--- config.mk ---
export PLATFORM = sky130hd
export DESIGN_NAME = cpu_state_dumper_flat
export DESIGN_NICKNAME = d
export VERILOG_FILES = /design/src/rtl/cpu_state_dumper_if.sv /design/src/rtl/cpu_state_dumper.sv /design/src/flat_wrapper.sv
export SDC_FILE = /design/constraint.sdc
export NUM_CORES = 1
export LEC_CHECK = 0
export BUFFER_PORTS_ARGS = -buffer_cell sky130_fd_sc_hd__buf_2
export CAP_MARGIN = 10
export CORE_MARGIN = 10
export CORE_UTILIZATION = 60
export CTS_CLUSTER_SIZE = 20
export DETAILED_ROUTE_END_ITERATION = 10
export GPL_TIMING_DRIVEN = 0
export PLACE_DENSITY = 0.88
export SLEW_MARGIN = 0
export SYNTH_ARGS = -nofsm -noshare
export SYNTH_HDL_FRONTEND = slang
export SYNTH_SLANG_ARGS = --single-unit
--- constraint.sdc ---
create_clock -name clk_i -period 18.51 [get_ports clk_i]
set_clock_uncertainty 0.1 [all_clocks]
set_input_delay 3.702 -clock clk_i [delete_from_list [all_inputs] [get_ports clk_i]]
set_output_delay 3.702 -clock clk_i [all_outputs]
set_load 0.005 [all_outputs]
--- src/rtl/cpu_state_dumper_if.sv ---
// Dump stream bundle for cpu_state_dumper: valid/ready handshake plus the
// data word and end-of-record marker. The master drives the words, the slave
// is the sink that accepts them.
interface cpu_state_dumper_if;
  logic        dump_valid_o;
  logic        dump_ready_i;
  logic [31:0] dump_data_o;
  logic        dump_last_o;

  modport master (
    output dump_valid_o,
    output dump_data_o,
    output dump_last_o,
    input  dump_ready_i
  );

  modport slave (
    input  dump_valid_o,
    input  dump_data_o,
    input  dump_last_o,
    output dump_ready_i
  );
endinterface

--- src/rtl/cpu_state_dumper.sv ---
// cpu_state_dumper: keeps cycle/stall/flush counters for a CPU and, on a
// trigger, streams one record: counter/PC snapshots, x0..x31, and (when the
// DUMP_MEM_EN macro is defined) data-memory words 0x00..0x1C.
//
// Record words are muxed combinationally from the word index, so the CPU has
// to hold RF/DM contents stable while busy_o is high.
//
// state   | meaning
// --------+--------------------------------------------------
// IDLE    | counting only, waiting for trigger_i
// SEND    | presenting record word idx, advancing on handshake
module cpu_state_dumper (
  input  logic                       clk_i,
  input  logic                       rst_i,
  input  logic                       start_i,
  input  logic                       stall_i,
  input  logic                       flush_i,
  input  logic [31:0]                pc_i,
  input  logic                       trigger_i,
  output logic [4:0]                 rf_addr_o,
  input  logic [31:0]                rf_data_i,
  output logic [4:0]                 dm_addr_o,
  input  logic [31:0]                dm_data_i,
  output logic                       busy_o,
  cpu_state_dumper_if.master         dump_if
);

  localparam logic [0:0] ST_IDLE = 1'b0;
  localparam logic [0:0] ST_SEND = 1'b1;

  localparam logic [5:0] RF_FIRST = 6'd4;
  localparam logic [5:0] RF_LAST  = 6'd35;
`ifdef DUMP_MEM_EN
  localparam logic [5:0] DM_FIRST = 6'd36;
  localparam logic [5:0] LAST_IDX = 6'd43;
`else
  localparam logic [5:0] LAST_IDX = 6'd35;
`endif

  logic [0:0]  state_q, state_d;
  logic [5:0]  idx_q, idx_d;
  logic [31:0] cycle_cnt_q, cycle_cnt_d;
  logic [31:0] stall_cnt_q, stall_cnt_d;
  logic [31:0] flush_cnt_q, flush_cnt_d;
  logic [31:0] snap_cycle_q, snap_cycle_d;
  logic [31:0] snap_pc_q, snap_pc_d;
  logic [31:0] snap_stall_q, snap_stall_d;
  logic [31:0] snap_flush_q, snap_flush_d;

  logic sending;
  logic handshake;

  assign sending   = (state_q == ST_SEND);
  assign handshake = sending && dump_if.dump_ready_i;

  // Saturating event counters; they keep running while a record is sent.
  always_comb begin
    cycle_cnt_d = cycle_cnt_q;
    stall_cnt_d = stall_cnt_q;
    flush_cnt_d = flush_cnt_q;
    if (start_i && (cycle_cnt_q != 32'hFFFF_FFFF)) cycle_cnt_d = cycle_cnt_q + 32'd1;
    if (stall_i && (stall_cnt_q != 32'hFFFF_FFFF)) stall_cnt_d = stall_cnt_q + 32'd1;
    if (flush_i && (flush_cnt_q != 32'hFFFF_FFFF)) flush_cnt_d = flush_cnt_q + 32'd1;
  end

  // Record sequencing; snapshots take pre-increment counter values and a
  // trigger during SEND (including on the last handshake) is dropped.
  always_comb begin
    state_d      = state_q;
    idx_d        = idx_q;
    snap_cycle_d = snap_cycle_q;
    snap_pc_d    = snap_pc_q;
    snap_stall_d = snap_stall_q;
    snap_flush_d = snap_flush_q;
    case (state_q)
      ST_IDLE: begin
        if (trigger_i) begin
          state_d      = ST_SEND;
          idx_d        = 6'd0;
          snap_cycle_d = cycle_cnt_q;
          snap_pc_d    = pc_i;
          snap_stall_d = stall_cnt_q;
          snap_flush_d = flush_cnt_q;
        end
      end
      ST_SEND: begin
        if (handshake) begin
          if (idx_q == LAST_IDX) begin
            state_d = ST_IDLE;
            idx_d   = 6'd0;
          end else begin
            idx_d = idx_q + 6'd1;
          end
        end
      end
      default: begin
        state_d = ST_IDLE;
        idx_d   = 6'd0;
      end
    endcase
  end

  // State, counter and snapshot registers.
  always_ff @(posedge clk_i or posedge rst_i) begin
    if (rst_i) begin
      state_q      <= ST_IDLE;
      idx_q        <= 6'd0;
      cycle_cnt_q  <= 32'd0;
      stall_cnt_q  <= 32'd0;
      flush_cnt_q  <= 32'd0;
      snap_cycle_q <= 32'd0;
      snap_pc_q    <= 32'd0;
      snap_stall_q <= 32'd0;
      snap_flush_q <= 32'd0;
    end else begin
      state_q      <= state_d;
      idx_q        <= idx_d;
      cycle_cnt_q  <= cycle_cnt_d;
      stall_cnt_q  <= stall_cnt_d;
      flush_cnt_q  <= flush_cnt_d;
      snap_cycle_q <= snap_cycle_d;
      snap_pc_q    <= snap_pc_d;
      snap_stall_q <= snap_stall_d;
      snap_flush_q <= snap_flush_d;
    end
  end

  // RF/DM read addresses follow the word index; zero outside their windows.
  always_comb begin
    rf_addr_o = 5'd0;
    dm_addr_o = 5'd0;
    if ((idx_q >= RF_FIRST) && (idx_q <= RF_LAST)) rf_addr_o = 5'(idx_q - RF_FIRST);
`ifdef DUMP_MEM_EN
    if ((idx_q >= DM_FIRST) && (idx_q <= LAST_IDX)) dm_addr_o = {3'(idx_q - DM_FIRST), 2'b00};
`endif
  end

  // Word mux; zero whenever no record is in flight.
  always_comb begin
    dump_if.dump_data_o = 32'd0;
    if (sending) begin
      if (idx_q == 6'd0)      dump_if.dump_data_o = snap_cycle_q;
      else if (idx_q == 6'd1) dump_if.dump_data_o = snap_pc_q;
      else if (idx_q == 6'd2) dump_if.dump_data_o = snap_stall_q;
      else if (idx_q == 6'd3) dump_if.dump_data_o = snap_flush_q;
      else if (idx_q <= RF_LAST) dump_if.dump_data_o = rf_data_i;
`ifdef DUMP_MEM_EN
      else if (idx_q <= LAST_IDX) dump_if.dump_data_o = dm_data_i;
`endif
    end
  end

`ifndef DUMP_MEM_EN
  // DM read data has no consumer when memory words are left out of the record.
  logic unused_dm_data;
  assign unused_dm_data = ^dm_data_i;
`endif

  assign dump_if.dump_valid_o = sending;
  assign dump_if.dump_last_o  = sending && (idx_q == LAST_IDX);
  assign busy_o               = sending;

endmodule

--- src/flat_wrapper.sv ---
// flat-port wrapper written by rule: the top's interface ports become plain ports
module cpu_state_dumper_flat 
  (clk_i, rst_i, start_i, stall_i, flush_i, pc_i, trigger_i, rf_addr_o, rf_data_i, dm_addr_o, dm_data_i, busy_o, dump_if_dump_valid_o, dump_if_dump_data_o, dump_if_dump_last_o, dump_if_dump_ready_i);
  cpu_state_dumper_if dump_if_i ();
  input  logic clk_i;
  input  logic rst_i;
  input  logic start_i;
  input  logic stall_i;
  input  logic flush_i;
  input  logic [31:0] pc_i;
  input  logic trigger_i;
  output logic [4:0] rf_addr_o;
  input  logic [31:0] rf_data_i;
  output logic [4:0] dm_addr_o;
  input  logic [31:0] dm_data_i;
  output logic busy_o;
  output wire logic [$bits(dump_if_i.dump_valid_o)-1:0] dump_if_dump_valid_o;
  output wire logic [$bits(dump_if_i.dump_data_o)-1:0] dump_if_dump_data_o;
  output wire logic [$bits(dump_if_i.dump_last_o)-1:0] dump_if_dump_last_o;
  input wire logic [$bits(dump_if_i.dump_ready_i)-1:0] dump_if_dump_ready_i;
  assign dump_if_dump_valid_o = dump_if_i.dump_valid_o;
  assign dump_if_dump_data_o = dump_if_i.dump_data_o;
  assign dump_if_dump_last_o = dump_if_i.dump_last_o;
  assign dump_if_i.dump_ready_i = dump_if_dump_ready_i;
  cpu_state_dumper u_core (.clk_i(clk_i), .rst_i(rst_i), .start_i(start_i), .stall_i(stall_i), .flush_i(flush_i), .pc_i(pc_i), .trigger_i(trigger_i), .rf_addr_o(rf_addr_o), .rf_data_i(rf_data_i), .dm_addr_o(dm_addr_o), .dm_data_i(dm_data_i), .busy_o(busy_o), .dump_if(dump_if_i));
endmodule
=== Word level (Yosys, flattened, before mapping) ===
Index checks and enable logic that the tools add are counted.

* Flip-flop bits (word level): 231
* Latch bits: 0
* Bits in writable memories: 0
* Bits in read-only memories: 0
* Input bits: 103
* Output and inout port bits: 45
* Word-level logic and storage cells: 50
* Memories: 0

* $add $sub $neg: 5
* Multipliers: 0
* Div/mod/pow operators: 0
* Order comparisons: 2
* Equality and inequality tests: 9
* Shift operators: 0
* Muxes and demuxes: 15
* Bitwise gates (word level): 1
* Reductions and logical operators: 9

{| class="wikitable"
|+ Operator list
! cell !! number
|-
| $mux W32 || 6
|-
| $add A32 B1 Y32 const B || 3
|-
| $ne A32 B32 Y1 const B || 3
|-
| $mux W6 || 3
|-
| $eq A6 B2 Y1 const B || 2
|-
| $pmux W6 S2 || 1
|-
| $add A6 B1 Y6 const B || 1
|-
| $eq A6 B1 Y1 const B || 1
|-
| $eq A6 B6 Y1 const B || 1
|-
| $ge A6 B3 Y1 const B || 1
|-
| $le A6 B6 Y1 const B || 1
|-
| $logic_and A1 B1 Y1 || 6
|-
| $logic_not A6 Y1 || 1
|-
| $mux W5 || 1
|-
| $sub A5 B3 Y5 const B || 1
|-
| $ne A2 B2 Y1 const B || 2
|-
| $reduce_and A2 Y1 || 2
|-
| $mux W1 || 3
|-
| $pmux W1 S2 || 1
|-
| $not A1 Y1 || 1
|}

=== Longest topological paths before layout ===
* Depth in word-level cells: 7
* Mapped depth: 10
* Gate-level depth less buffers: 7

=== Worst setup path after synthesis ===
Ideal clock, no wire load.

* Path type: input port to output port
* From: input port rf_data_i[0]
* To: output port dump_if_dump_data_o[0]
* Arrival: 4283 ps
* Required time: 14708 ps
* Slack: 10425 ps
* Stages: 3
* Buffers on the path: 0
* Cell sequence: a31oi_1 -> or3_1 -> a31oi_1

* Cells in the longest elaborated chain, start to end: 6

{| class="wikitable"
|+ RTL lines
! element !! line !! text
|-
| start, declared || flat_wrapper.sv:13 || <nowiki>input logic [31:0] rf_data_i;</nowiki>
|-
| $mux W32 || cpu_state_dumper.sv:146 || <nowiki>else if (idx_q <= RF_LAST) dump_if.dump_data_o = rf_data_i;</nowiki>
|-
| $mux W32 || cpu_state_dumper.sv:145 || <nowiki>else if (idx_q == 6'd3) dump_if.dump_data_o = snap_flush_q;</nowiki>
|-
| $mux W32 || cpu_state_dumper.sv:144 || <nowiki>else if (idx_q == 6'd2) dump_if.dump_data_o = snap_stall_q;</nowiki>
|-
| $mux W32 || cpu_state_dumper.sv:143 || <nowiki>else if (idx_q == 6'd1) dump_if.dump_data_o = snap_pc_q;</nowiki>
|-
| $mux W32 || cpu_state_dumper.sv:142 || <nowiki>if (idx_q == 6'd0) dump_if.dump_data_o = snap_cycle_q;</nowiki>
|-
| $mux W32 || cpu_state_dumper.sv:141 || <nowiki>if (sending) begin</nowiki>
|-
| end, declared || flat_wrapper.sv:18 || <nowiki>output wire logic [$bits(dump_if_i.dump_data_o)-1:0] dump_if_dump_data_o;</nowiki>
|}

No other way between the ends.

=== Worst setup path after layout ===
* From: input port rf_data_i[31]
* To: output port dump_if_dump_data_o[31]

The elaborated chain is that of the path after synthesis.

==> run metrics <==
Syn Inst Count 1288; adder-cell share of the synthesized area 0.01229; worst rel slew slack 0.4476; Final Total Pwr 1.510 mW; first-pass GRT wire length 50.25 mm; initial DRC count 984; Simple-Gate Fraction of Synth Area 0.2546; Place WS 9.886 ns; critical setup path kind input pin to primary output; CP Max Fanout 1; RSZ-0062 raised after global routing no; Clk pwr share 0.327; Yosys cell types 48; I/O Buffers 110; largest net degree at the start of global routing 137; initial antenna violation count 1; GR peak layer met2; # H-tree levels 1; Hold Crit Class flip-flop to flip-flop; crit-path cells buf_2 -> a31oi_1 -> or3_1 -> a31oi_1 -> buf_2; post-DR vias/cell 5.959; post-DP HPWL 22.35 mm; CTS buffer count 25; critical path's top delay family compound AO/OA/AOI/OAI gates; Total Wirelength 31.30 mm; drt drc 0; Reg power frac 0.393; # rows 49; Synth Area in Compound Gates 0.1024; main combinational cell family by area after synthesis simple AND/OR/NAND/NOR gates; run status finished, final reports clean; Non-Filler Instances 1677; asr flop ratio synth 1.000; clock transition at the registers of the reported paths 0.06 ns; maximum vdd drop 0.07779 mV; actual slew at the worst max-slew pin 0.8287 ns; slowest stage delay, CP 0.41 ns; Filler Cells Inserted 1305; nets 1544; core area 18150 µm²; yosys warns 0; GR Layer Usage met1 0.3330; Final Max Slew Viols 0; Pint 1.001 mW; Sw Share 0.3370; PD cells 117.1 nW/µm²; post-CTS resize count 0; post-route setup slack 9.831 ns; Final ANT Viol Nets 0; clock root buffer master clkbuf_16; share of total power in combinational logic 0.281; Vias 9993; Fmax achieved 0.1152 GHz; max-cap violations 0; die height 156.6 µm; I/O Pins 148; die area 24520 µm²; Final Critical Period 8.679 ns; layout cells sized above 1 0.1175; Worst Setup End Kind primary output; Syn Area/Cell 8.691 µm²; Synth Register Bits 231; Seq/Total Area, Yosys 0.5164; GRT met3 Usage 0.05126; Worst Path Arrival 4.88 ns; sw power 0.5089 mW; Final Cycle Share 0.4689; router iterations before antenna repair 6; Buf+Inv Stages, Crit Path 2; placed insts 1632; Skew-Pair Late Insertion Delay 0.52 ns; Critical-path top delay cell or3_1; Hold Slack 0.3740 ns; final hold vios 0; Final setup viols 0; xor/xnor share of the synthesized area 0.06963; starting density of the core 0.6169; CP startpoint kind input pin; Die X 156.6 µm; WP data required 14.71 ns; Post-synth EDFFs 0; wire length per cell 18.67 µm; TritonCTS clock tree built; gpl congestion 1.014; Sink Count 231; Total GRT Usage 0.2536; Netlist Area Pre-Place 11190 µm²; Setup Fix Bufs, Post-CTS 0; Area growth syn-to-layout 15.20%; total gr overflow 0; vias in the first global route 9712; Pleak 6.357 nW; Final TNS setup 0 ns; ys flop type dfrtp_1; M2 GR Usage 0.4084; hold bufs inserted after CTS 0; Longest Clk Path Bufs 3; mux cell area share after synthesis 0.003018
==> per-stage QoR <==
step | instance area [µm²] | util
after floorplan | 11210 | -
after CTS | 12890 | 0.7105
after detailed placement | 12080 | 0.6657
final | 12900 | 0.7106
after global placement | 12050 | 0.6638
after global routing | 12900 | 0.7106
==> power by group through the flow <==
stage | clock network (mW) | registers [mW] | logic (mW)
2_1_floorplan | 0 | 0.587 | 0.240
3_3_place_gp | 0 | 0.597 | 0.403
3_5_place_dp | 0 | 0.600 | 0.412
4_1_cts | 0.496 | 0.591 | 0.418
5_1_grt | 0.517 | 0.599 | 0.464
6_report | 0.493 | 0.593 | 0.424
==> area by class of cell <==
type                    count  area [µm²]  area share
well taps                 229       286.5     0.02222
multi-input cells         944        4966      0.3851
diodes                      1       2.502   0.0001940
repair buffers            111       578.1     0.04482
clock inverters             8       65.06    0.005045
clock buffers              36       747.0     0.05792
inverters                  45       176.4     0.01368
plain buffers              72       294.0     0.02280
flip-flops and latches    231        5781      0.4482
==> path summary, 6_finish.rpt <==
path                                   startpoint                      end  slack, ns  depth (start not counted)
min in group asynchronous                   rst_i          u_core.idx_q[2]       3.17                          2
hold / removal             u_core.snap_cycle_q[5]   u_core.snap_cycle_q[5]       0.37                          2
setup reg to reg                    u_core.busy_o      u_core.snap_pc_q[0]      15.77                          6
max in group asynchronous                   rst_i   u_core.stall_cnt_q[16]      14.05                          3
hold reg to reg            u_core.snap_cycle_q[5]   u_core.snap_cycle_q[5]       0.37                          2
setup / recovery                    rf_data_i[31]  dump_if_dump_data_o[31]       9.83                          5
==> metal layers <==
layer | vias to the layer above | wire length [µm]
li1 | 4621 | -
met1 | 4751 | 12510
met2 | 533 | 14730
met3 | 88 | 2879
met4 | 0 | 1177
met5 | - | 0
==> flip-flops by register name, indices dropped and copies added (netlist names) <==
register / cells
u_core.cycle_cnt_q: 32
u_core.flush_cnt_q: 32
u_core.snap_cycle_q: 32
u_core.snap_flush_q: 32
u_core.snap_pc_q: 32
u_core.snap_stall_q: 32
u_core.stall_cnt_q: 32
u_core.idx_q: 6
u_core.busy_o: 1
==> placed cells by master (no fill, tap or decap), types with 31 or more instances in the layout <==
cell / n
inv_1: 44
a31oi_1: 67
nand4_1: 41
xor2_1: 31
clkbuf_1: 62
o21ai_0: 111
xnor2_1: 58
buf_2: 111
nand3_1: 37
nand2_1: 385
or3_1: 34
dfrtp_1: 231
nor2_1: 67
==> worst register-to-register path, cell delays in order, from the launching register on <==
cell and delay, ns:
dfrtp_1 0.42, clkbuf_1 0.50, nand2b_1 0.19, clkbuf_1 0.63, clkbuf_1 0.59, nand2_1 0.16, nand2_1 0.10
==> cells in the mapped netlist (2+ instances only) <==
cell type | n | area [µm²]
o21ai_0 | 111 | 555.5
o31ai_1 | 2 | 15.01
nand2_1 | 385 | 1445
xor2_1 | 31 | 271.5
o31a_1 | 2 | 17.52
nor4_1 | 7 | 43.79
and2_1 | 6 | 37.54
inv_1 | 45 | 168.9
nor3_1 | 21 | 105.1
nand4bb_1 | 2 | 22.52
or4_4 | 2 | 22.52
and3_1 | 11 | 68.82
nand2b_1 | 4 | 25.02
buf_4 | 6 | 45.04
xnor2_1 | 58 | 508.0
buf_1 | 6 | 22.52
mux2_2 | 3 | 33.78
clkbuf_1 | 59 | 221.5
nor2b_1 | 3 | 18.77
or4_1 | 2 | 15.01
ha_1 | 11 | 137.6
nor2_1 | 67 | 251.5
nand3_1 | 37 | 185.2
and4_1 | 10 | 87.58
or3_1 | 34 | 212.7
nand4_1 | 41 | 256.5
dfrtp_1 | 231 | 5781
a21oi_1 | 5 | 25.02
a31oi_1 | 67 | 419.2
==> kinds of logic (layout without fill, tap and decap cells) <==
logic type	count (synthesis)	after routing
compound gates	198	198
xor+xnor	89	89
flops	231	231
fa+ha+maj	11	11
buf+inv	117	272
simple gates	638	638
mux	3	3
other cells	1	6
(Power assumes the default switching activity.)
